<file path="config.mk">
export PLATFORM = sky130hd
export DESIGN_NAME = id_ex_stage
export DESIGN_NICKNAME = d
export VERILOG_FILES = /design/src/rtl/cpu_defs.sv /design/src/rtl/fwd_mux.sv /design/src/rtl/id_ex_stage.sv
export SDC_FILE = /design/constraint.sdc
export NUM_CORES = 1
export LEC_CHECK = 0
export CORE_UTILIZATION = 40
export DETAILED_ROUTE_END_ITERATION = 16
export PLACE_DENSITY_LB_ADDON = 0.1
export SETUP_SLACK_MARGIN = 0.2
export SLEW_MARGIN = 20
export SYNTH_ARGS = -nofsm -noshare
export SYNTH_HDL_FRONTEND = slang
export SYNTH_SLANG_ARGS = --single-unit
</file>
<file path="constraint.sdc">
create_clock -name CLK -period 2.9 [get_ports CLK]
set_input_delay 0.725 -clock CLK [delete_from_list [all_inputs] [get_ports CLK]]
set_output_delay 0.725 -clock CLK [all_outputs]
set_load 0.005 [all_outputs]
</file>
<file path="src/rtl/cpu_defs.sv">
// cpu_defs: shared encodings for the ID/EX stage and its neighbours.
//   - ALU operation codes driven on alu_op_E (ADD is code 0, so a bubble
//     naturally presents ADD to the ALU).
//   - MIPS primary opcodes (instr[31:26]) and R-type funct codes (instr[5:0]).
//   - Bit positions inside the 5-bit decoder control bundle ctrl_D.
//   - rt_is_source(): whether an instruction reads rt as a register operand.
package cpu_defs;

    typedef enum logic [3:0] {
        ALU_OP_ADD = 4'd0,
        ALU_OP_SUB = 4'd1,
        ALU_OP_AND = 4'd2,
        ALU_OP_OR  = 4'd3,
        ALU_OP_XOR = 4'd4,
        ALU_OP_NOR = 4'd5,
        ALU_OP_SLT = 4'd6,
        ALU_OP_SLL = 4'd7,
        ALU_OP_SRL = 4'd8,
        ALU_OP_SRA = 4'd9
    } alu_op_e;

    typedef enum logic [5:0] {
        OP_RTYPE = 6'h00,
        OP_J     = 6'h02,
        OP_JAL   = 6'h03,
        OP_BEQ   = 6'h04,
        OP_BNE   = 6'h05,
        OP_ADDI  = 6'h08,
        OP_SLTI  = 6'h0A,
        OP_ANDI  = 6'h0C,
        OP_ORI   = 6'h0D,
        OP_XORI  = 6'h0E,
        OP_LUI   = 6'h0F,
        OP_LW    = 6'h23,
        OP_SW    = 6'h2B
    } opcode_e;

    typedef enum logic [5:0] {
        FUNCT_SLL  = 6'h00,
        FUNCT_SRL  = 6'h02,
        FUNCT_SRA  = 6'h03,
        FUNCT_SLLV = 6'h04,
        FUNCT_SRLV = 6'h06,
        FUNCT_SRAV = 6'h07,
        FUNCT_ADD  = 6'h20,
        FUNCT_SUB  = 6'h22,
        FUNCT_AND  = 6'h24,
        FUNCT_OR   = 6'h25,
        FUNCT_XOR  = 6'h26,
        FUNCT_NOR  = 6'h27,
        FUNCT_SLT  = 6'h2A
    } funct_e;

    // ctrl_D = {reg_write, mem_read, mem_write, mem_to_reg, alu_src}
    localparam int CTRL_REG_WRITE  = 4;
    localparam int CTRL_MEM_READ   = 3;
    localparam int CTRL_MEM_WRITE  = 2;
    localparam int CTRL_MEM_TO_REG = 1;
    localparam int CTRL_ALU_SRC    = 0;

    // rt is a source operand for R-type ALU ops, stores (data) and branches
    // (compare). For I-type ALU ops and loads it is only a destination.
    function automatic logic rt_is_source(input logic [5:0] opcode);
        return (opcode == OP_RTYPE) || (opcode == OP_SW) ||
               (opcode == OP_BEQ)   || (opcode == OP_BNE);
    endfunction

endpackage

</file>
<file path="src/rtl/fwd_mux.sv">
// fwd_mux: operand bypass selector for one register operand of the EX stage.
//   idx      register index held in ID/EX
//   latched  register-file value captured in ID
//   exm_*    EX/MEM result (newest, wins over MEM/WB)
//   mwb_*    MEM/WB write-back data
//   value    operand the ALU should see
// Register 0 is hard-wired to zero, so it is never bypassed.
module fwd_mux #(
    parameter int DATA_W = 32,
    parameter int REG_AW = 5
) (
    input  logic [REG_AW-1:0] idx,
    input  logic [DATA_W-1:0] latched,
    input  logic              exm_wr,
    input  logic [REG_AW-1:0] exm_rd,
    input  logic [DATA_W-1:0] exm_res,
    input  logic              mwb_wr,
    input  logic [REG_AW-1:0] mwb_rd,
    input  logic [DATA_W-1:0] mwb_data,
    output logic [DATA_W-1:0] value
);

    always_comb begin
        value = latched;
        if (idx == '0) begin
            value = '0;
        end else if (exm_wr && (exm_rd == idx)) begin
            value = exm_res;
        end else if (mwb_wr && (mwb_rd == idx)) begin
            value = mwb_data;
        end
    end

endmodule

</file>
<file path="src/rtl/id_ex_stage.sv">
// id_ex_stage: ID/EX pipeline register plus EX-stage operand builder.
//   CLK, RESET               rising-edge clock, synchronous active-high reset
//   valid_D + *_D fields     decoded instruction presented by ID
//   flush_E                  redirect: discard whatever would enter EX
//   exm_*, mwb_*             bypass sources from EX/MEM and MEM/WB
//   reg_A, reg_B             ALU operands (reg_A carries shamt for shifts)
//   alu_op_E, opcode_E       registered ALU op and opcode
//   ctrl_E                   {reg_write, mem_read, mem_write, mem_to_reg}
//   dst_E                    write-back register index
//   store_E                  bypassed rt value for stores
//   stall_D                  load-use hazard: ID must hold, EX takes a bubble
//
// Handshake: valid_D qualifies the ID fields on every edge. stall_D is the
// back-pressure signal; while it is high the instruction in ID is not taken
// and ID must present the same instruction again on the next cycle.
module id_ex_stage
    import cpu_defs::*;
#(
    parameter int DATA_W = 32,
    parameter int REG_AW = 5
) (
    input  logic              CLK,
    input  logic              RESET,
    input  logic              valid_D,
    input  logic [5:0]        opcode_D,
    input  logic [5:0]        funct_D,
    input  logic [REG_AW-1:0] rs_D,
    input  logic [REG_AW-1:0] rt_D,
    input  logic [REG_AW-1:0] rd_D,
    input  logic [4:0]        shamt_D,
    input  logic [15:0]       imm_D,
    input  logic [DATA_W-1:0] rs_data_D,
    input  logic [DATA_W-1:0] rt_data_D,
    input  logic [3:0]        alu_op_D,
    input  logic [4:0]        ctrl_D,
    input  logic              flush_E,
    input  logic              exm_wr,
    input  logic [REG_AW-1:0] exm_rd,
    input  logic [DATA_W-1:0] exm_res,
    input  logic              mwb_wr,
    input  logic [REG_AW-1:0] mwb_rd,
    input  logic [DATA_W-1:0] mwb_data,
    output logic [DATA_W-1:0] reg_A,
    output logic [DATA_W-1:0] reg_B,
    output logic [3:0]        alu_op_E,
    output logic [5:0]        opcode_E,
    output logic [3:0]        ctrl_E,
    output logic [REG_AW-1:0] dst_E,
    output logic [DATA_W-1:0] store_E,
    output logic              stall_D
);

    logic [5:0]        opcode_q,  opcode_d;
    logic [5:0]        funct_q,   funct_d;
    logic [REG_AW-1:0] rs_q,      rs_d;
    logic [REG_AW-1:0] rt_q,      rt_d;
    logic [REG_AW-1:0] dst_q,     dst_d;
    logic [4:0]        shamt_q,   shamt_d;
    logic [15:0]       imm_q,     imm_d;
    logic [DATA_W-1:0] rs_data_q, rs_data_d;
    logic [DATA_W-1:0] rt_data_q, rt_data_d;
    logic [3:0]        alu_op_q,  alu_op_d;
    logic [4:0]        ctrl_q,    ctrl_d;

    // ---------------- load-use hazard ----------------
    always_comb begin
        stall_D = valid_D && ctrl_q[CTRL_MEM_READ] && (dst_q != '0) &&
                  ((dst_q == rs_D) || ((dst_q == rt_D) && rt_is_source(opcode_D)));
    end

    // ---------------- next ID/EX contents ----------------
    // Default is a bubble (all zero); only an unflushed, unstalled, valid
    // instruction is captured. RESET is applied in the flop block.
    always_comb begin
        opcode_d  = '0;
        funct_d   = '0;
        rs_d      = '0;
        rt_d      = '0;
        dst_d     = '0;
        shamt_d   = '0;
        imm_d     = '0;
        rs_data_d = '0;
        rt_data_d = '0;
        alu_op_d  = ALU_OP_ADD;
        ctrl_d    = '0;
        if (!flush_E && !stall_D && valid_D) begin
            opcode_d  = opcode_D;
            funct_d   = funct_D;
            rs_d      = rs_D;
            rt_d      = rt_D;
            shamt_d   = shamt_D;
            imm_d     = imm_D;
            rs_data_d = rs_data_D;
            rt_data_d = rt_data_D;
            ctrl_d    = ctrl_D;
            // LUI is built as 0 + (imm << 16), so the ALU must add.
            alu_op_d  = (opcode_D == OP_LUI) ? ALU_OP_ADD : alu_op_D;
            if (opcode_D == OP_RTYPE) begin
                dst_d = rd_D;
            end else if (opcode_D == OP_JAL) begin
                dst_d = {REG_AW{1'b1}};
            end else begin
                dst_d = rt_D;
            end
        end
    end

    always_ff @(posedge CLK) begin
        if (RESET) begin
            opcode_q  <= '0;
            funct_q   <= '0;
            rs_q      <= '0;
            rt_q      <= '0;
            dst_q     <= '0;
            shamt_q   <= '0;
            imm_q     <= '0;
            rs_data_q <= '0;
            rt_data_q <= '0;
            alu_op_q  <= ALU_OP_ADD;
            ctrl_q    <= '0;
        end else begin
            opcode_q  <= opcode_d;
            funct_q   <= funct_d;
            rs_q      <= rs_d;
            rt_q      <= rt_d;
            dst_q     <= dst_d;
            shamt_q   <= shamt_d;
            imm_q     <= imm_d;
            rs_data_q <= rs_data_d;
            rt_data_q <= rt_data_d;
            alu_op_q  <= alu_op_d;
            ctrl_q    <= ctrl_d;
        end
    end

    // ---------------- operand bypass ----------------
    logic [DATA_W-1:0] rs_fwd;
    logic [DATA_W-1:0] rt_fwd;

    fwd_mux #(.DATA_W(DATA_W), .REG_AW(REG_AW)) u_fwd_rs (
        .idx      (rs_q),
        .latched  (rs_data_q),
        .exm_wr   (exm_wr),
        .exm_rd   (exm_rd),
        .exm_res  (exm_res),
        .mwb_wr   (mwb_wr),
        .mwb_rd   (mwb_rd),
        .mwb_data (mwb_data),
        .value    (rs_fwd)
    );

    fwd_mux #(.DATA_W(DATA_W), .REG_AW(REG_AW)) u_fwd_rt (
        .idx      (rt_q),
        .latched  (rt_data_q),
        .exm_wr   (exm_wr),
        .exm_rd   (exm_rd),
        .exm_res  (exm_res),
        .mwb_wr   (mwb_wr),
        .mwb_rd   (mwb_rd),
        .mwb_data (mwb_data),
        .value    (rt_fwd)
    );

    // ---------------- ALU operand build ----------------
    logic shift_by_shamt;
    logic [DATA_W-1:0] imm_zext;
    logic [DATA_W-1:0] imm_sext;

    always_comb begin
        // Only the constant-shift forms take shamt; the *V forms shift by rs.
        shift_by_shamt = (opcode_q == OP_RTYPE) &&
                         ((funct_q == FUNCT_SLL) || (funct_q == FUNCT_SRL) ||
                          (funct_q == FUNCT_SRA));
        imm_zext = {{(DATA_W-16){1'b0}}, imm_q};
        imm_sext = {{(DATA_W-16){imm_q[15]}}, imm_q};

        if (shift_by_shamt) begin
            reg_A = {{(DATA_W-5){1'b0}}, shamt_q};
        end else if (opcode_q == OP_LUI) begin
            reg_A = '0;
        end else begin
            reg_A = rs_fwd;
        end

        if (!ctrl_q[CTRL_ALU_SRC]) begin
            reg_B = rt_fwd;
        end else begin
            case (opcode_q)
                OP_ANDI, OP_ORI, OP_XORI: reg_B = imm_zext;
                OP_LUI:                   reg_B = imm_zext << 16;
                default:                  reg_B = imm_sext;
            endcase
        end
    end

    assign store_E  = rt_fwd;
    assign alu_op_E = alu_op_q;
    assign opcode_E = opcode_q;
    assign dst_E    = dst_q;
    assign ctrl_E   = {ctrl_q[CTRL_REG_WRITE], ctrl_q[CTRL_MEM_READ],
                       ctrl_q[CTRL_MEM_WRITE], ctrl_q[CTRL_MEM_TO_REG]};

endmodule

</file>
==> results of run 1 <==
stage by stage:
stage / area, um^2 / hold WS (ps) / TNS [ps] / util, % / instances
3_3_place_gp: 10000 / 921 / -121800 / 66.2 / 1228
4_1_cts: 12600 / 685 / -11780 / 82.9 / 1369
2_1_floorplan: 6250 / 759 / 0 / - / 725
3_5_place_dp: 10000 / 913 / -124030 / 66.2 / 1228
per-layer routing:
layer  global-route usage [%]  overflow
met1                     77.1         1
met2                     90.6        22
met3                     62.1         3
met4                     67.4         7
met5                     25.1         0
repair_timing:
item / 4_1_cts
endpoints found under the setup margin: 217
buffers inserted: 97
cloned: 15
pin swaps: 90
gates resized for setup: 743
cells by family after synthesis:
family	count (synthesis)	synth area share, %
AOI/OAI and AO/OA	185	19.3
muxes	32	5.19
and+or+nand+nor	283	26.5
DFF	121	39.3
xor gates and xnor gates	30	4.26
buffers and inverters	74	5.50
==> results, run 1 <==
- The wire-length estimate of the detail-placed layout is 18800 um.
- The end pin of the worst setup path after global-route repair is reg_A[7].
- For this run the aggregate overflow at the end of global routing stands at 33.
- Counting distinct cell types in the post-synthesis netlist gives 34.
- The post-synthesis cell count is 725.
- It got as far as global routing and failed there.
- Ranked by instance count, the synthesized netlist is headed by dfxtp_1, nor3b_1, nand2_1, o21ai_0, a31oi_1.
- The tool reported: "[ERROR GRT-0232] Routing congestion too high. Check the congestion heatmap in the GUI".
- The total routing usage reported by global routing is 74.9%.
- The most numerous cell in the Yosys netlist is dfxtp_1.
- The total I/O pin count is 317.
- For this run, the register share of the synthesized area comes to 39.3%.
- The tree is rooted in a clkbuf_16.
- The die is 126 um wide.
- The category of the worst endpoint is a primary output.
- The deepest level of the CTS H-tree is 4.
- Entering global routing, the biggest net connects 121 pins.
- For this run, asynchronously set or reset flops after synthesis account for 0%.
- Among all flip-flop cells after synthesis, the most frequent one is dfxtp_1.
- The post-cts hold buffer count is 0.
- Of the post-synthesis cell area, the dominant cell type holds 39.3%.
- Timing analysis after detailed placement gives a worst setup slack of -997 ps.
- The number of sinks on the clock net is 121.
- The TritonCTS buffer count is 17.
- Row generation in the floorplan step produced 45 rows.
- The die is 126 um tall.
- In this run the deepest clock path goes through 2 buffers.
- The number of synthesized register bits is 121.
- The number of enable-type register cells in the synthesized netlist is 0.
- The mean instance size in the synthesized netlist is 8.51 um^2.
- The starting density of the core is 40.7%.
- In the post-synthesis netlist, the biggest area contributors are dfxtp_1, nor3b_1, a31oi_1.
- The initial antenna violation count came to 5.
- Of all cell types, the one taking the most synthesized area is dfxtp_1.
- In this run the cell area of the synthesized design comes to 6170 um^2.
- The count of buffers added on input and output ports is 316.
- The post-synth net total is 926.
- At the end of routability-driven placement, the weighted congestion stood at 0.930.
- The run stopped with a tool error.
- The warning count from the yosys run is 0.
==> inputs of run 2 (changes only) <==
CORE_UTILIZATION = 30   (was 40)
PLACE_DENSITY_LB_ADDON = 0.15   (was 0.1)
SETUP_SLACK_MARGIN = not set   (was 0.2)
==> results, run 2 <==
- Of the cells placed in the final design, the portion with a size suffix greater than 1 is 43.6%.
- The type of the worst setup path is flip-flop to output pin.
- For the pin with the worst max-slew slack, the measured transition is 597 ps.
- Dividing the final minimum period by the clock period gives 107%.
- In this run the mean area of a mapped cell was 8.51 um^2.
- The max-cap check violation count is 0.
- The TritonCTS buffer count is 17.
- The synthesized netlist occupies a cell area of 6170 um^2.
- Once layout is complete, the utilization of the core stands at 64.1%.
- The TritonCTS clock tree is yes.
- The combined area of the multi-input logic cells is 4700 um^2.
- The leakage power is 5.00 nW.
- The final wirelength is 32900 um.
- The commonest non-fill, non-tap cell in the layout is clkdlybuf4s50_1.
- The synthesized design contains 0 enable-type register cells.
- The mean number of vias per cell is 5.41.
- The number of slew-limit violations in the final report was 0.
- Counting flops and latches in the post-synthesis netlist gives 121.
- The area growth from synthesis to layout is 109%.
- The library cells used most frequently in the layout, excluding fill and tap cells, are clkdlybuf4s50_1, dfxtp_1, nor3b_1.
- Summed over all layers, the global routing overflow is 0.
- The detail-routed net length per standard cell is 22.6 um.
- The remaining design rule violation count is 0.
- By area the synthesized netlist is led by dfxtp_1, nor3b_1, a31oi_1.
- In this run the cell area measured after placement is 10100 um^2.
- In this run the worst hold path is classified as input pin to flip-flop.
- The floorplan die area is 21100 um^2.
- At the end of routability-driven placement, the weighted congestion stood at 0.865.
- Summing over every cut layer, the via total after detailed routing is 7867.
- The post-route standard cell area excluding fillers is 12900 um^2.
- The first detailed-routing pass ran for 5 iterations.
- After clock tree synthesis, the clock-pin slew on the worst setup and hold paths is 60 ps.
- The power density of the placed cells is 382 nW/um^2.
- The startpoint type of the worst setup path is a flip-flop.
- The layout net count is 1370.
- The checks that failed: negative setup slack.
- The first global-routing pass estimated 47300 um of wire.
- The worst slew slack as a fraction of its limit is 60.2%.
- The antenna violation net count after detailed routing is 0.
- The count of input and output buffers is 316.
- Sequential cells were found to cover 39.3% of the synthesized design area.
- The data required time at the worst endpoint is 2170 ps.
- The initial antenna violation count is 4.
- The distinct cell type count after synthesis is 34.
- The Yosys step of the flow raised 0 warnings.
- The number of global-route vias before repair is 7869.
- The portion of synthesized cell area occupied by the leading cell type is 39.3%.
- The synthesized design spends more area on one cell type than any other, namely dfxtp_1.
- The deepest level of the CTS H-tree is 4.
- Global routing used 29.6% of the available tracks.
- Setup repair after global routing could not meet its margin everywhere.
- For the final database, setup skew stands at 7.58 ps.
- Overall power consumption after layout is estimated at 4.93 mW.
- Summing all flip-flop and latch instances after layout gives 2440 um^2.
- The number of sinks on the clock net is 121.
- The initial detailed-routing violation count is 447.
- The kind of capture point of the worst setup path is an output pin.
- The data arrival time of the critical path is 2380 ps.
- The floorplan step set the die height to 145 um.
- Row generation in the floorplan step produced 52 rows.
- The largest registers in the layout are rs_data_q (32), rt_data_q (32), imm_q (16).
- The worst-case vdd ir drop is 0.402 mV.
- Synthesis produced a netlist with a net count of 926.
- The count of filler cells inserted in the layout is 1635.
- The most used flip-flop cell after synthesis is dfxtp_1.
- The flow ran to the end, but the final reports show violations.
- The number of setup violations in the final report is 89.
- The clock tree buffer depth is 2.
- The worst hold-check slack is 690 ps.
- CTS placed an instance of clkbuf_16 at the clock tree root.
- The post-layout worst setup margin is -207 ps.
- The pin count of the biggest net entering global routing is 68.
- The width of the die is 145 um.
- By count the netlist is led by dfxtp_1, nor3b_1, nand2_1, o21ai_0, a31oi_1.
- Synthesis handed over a netlist of 725 instances.
- The placement-stage worst setup slack is -960 ps.
- After floorplanning, the core was sized to cover 20200 um^2.
- The total I/O pin count is 317.
- For this configuration, the core starts out at a cell density of 30.6%.
- After synthesis, the share of flip-flops with an asynchronous set or reset is 0%.
- At the later pin of the worst-skew pair, clock insertion delay measures 420 ps.
- After layout, the minimum clock period comes to 3110 ps.
- Along the worst path, the maximum fanout reaches 3.
- Based on the critical path, the design can be clocked at up to 0.322 GHz.
- The post-detailed-placement half-perimeter wirelength is 20600 um.
- The number of hold violations in the final report is 0.
- The most numerous cell in the Yosys netlist is dfxtp_1.
run 2: worst paths after layout:
| path | start | end | slack, ps | cells past startpoint |
|---|---|---|---|---|
| worst max-delay path | rt_q[0]$_SDFF_PP0_ | reg_B[8] | -210 | 11 |
| worst min register to register | ctrl_q[3]$_SDFF_PP0_ | rt_data_q[3]$_SDFF_PP0_ | 1310 | 6 |
| worst max register to register | dst_E[1]$_SDFF_PP0_ | rs_data_q[18]$_SDFF_PP0_ | 420 | 7 |
| worst min-delay path | opcode_D[0] | opcode_E[0]$_SDFF_PP0_ | 690 | 3 |
run 2: what timing repair did:
item                                    CTS  global route
pin swaps                                80            80
endpoints found under the setup margin  127            97
buffers inserted                         84            25
gates cloned                             15             4
gates resized for setup                 677           178
hold buffers                              0             0
run 2: layout make-up:
class,count,area share (%)
timing repair buffer,497,37.7
clock buffer,18,3.32
antenna,2,0.0387
clock inverter,14,1.07
inverter,2,0.0581
sequential,121,18.9
tap,270,2.61
multi-input combinational,530,36.4
run 2: logic make-up after synthesis:
logic type / share of synthesized area (%)
simple gates: 26.5
compound gates: 19.3
flops: 39.3
buf+inv: 5.50
mux: 5.19
xor+xnor: 4.26
run 2: report_power, final:
| part | switching, mW | internal [mW] | total, mW | leakage (nW) |
|---|---|---|---|---|
| Sequential | 0.0338 | 1.71 | 1.74 | 0.988 |
| Clock | 0.863 | 1.20 | 2.06 | 0.266 |
| Combinational | 0.458 | 0.675 | 1.13 | 3.75 |
| Total | 1.35 | 3.58 | 4.93 | 5.00 |
run 2: worst max-delay path, cell delays in order (launching register included):
cell	delay, ps
dfxtp_4	360
buf_6	120
xor2_2	130
nor3_2	210
and2_4	230
buf_8	130
buf_8	110
buf_6	120
mux2i_4	250
buf_6	120
o21ai_2	40
buf_2	130
run 2: routing by layer:
metal / share of wire, % / track usage [%] / vias to the layer above
met1: 40 / 35.7 / 3749
met3: 8.0 / 8.18 / 122
li1: - / - / 3562
met2: 46 / 47.8 / 430
met5: 0.10 / 0 / -
met4: 6.1 / 16.1 / 4
run 2: through the flow:
stage,setup TNS (ps),cells
2_1_floorplan,0,725
3_3_place_gp,-119950,1314
3_5_place_dp,-120380,1314
4_1_cts,-15950,1444
5_1_grt,-15760,1453
6_report,-8230,1454
Power figures use the tool's default switching activity.
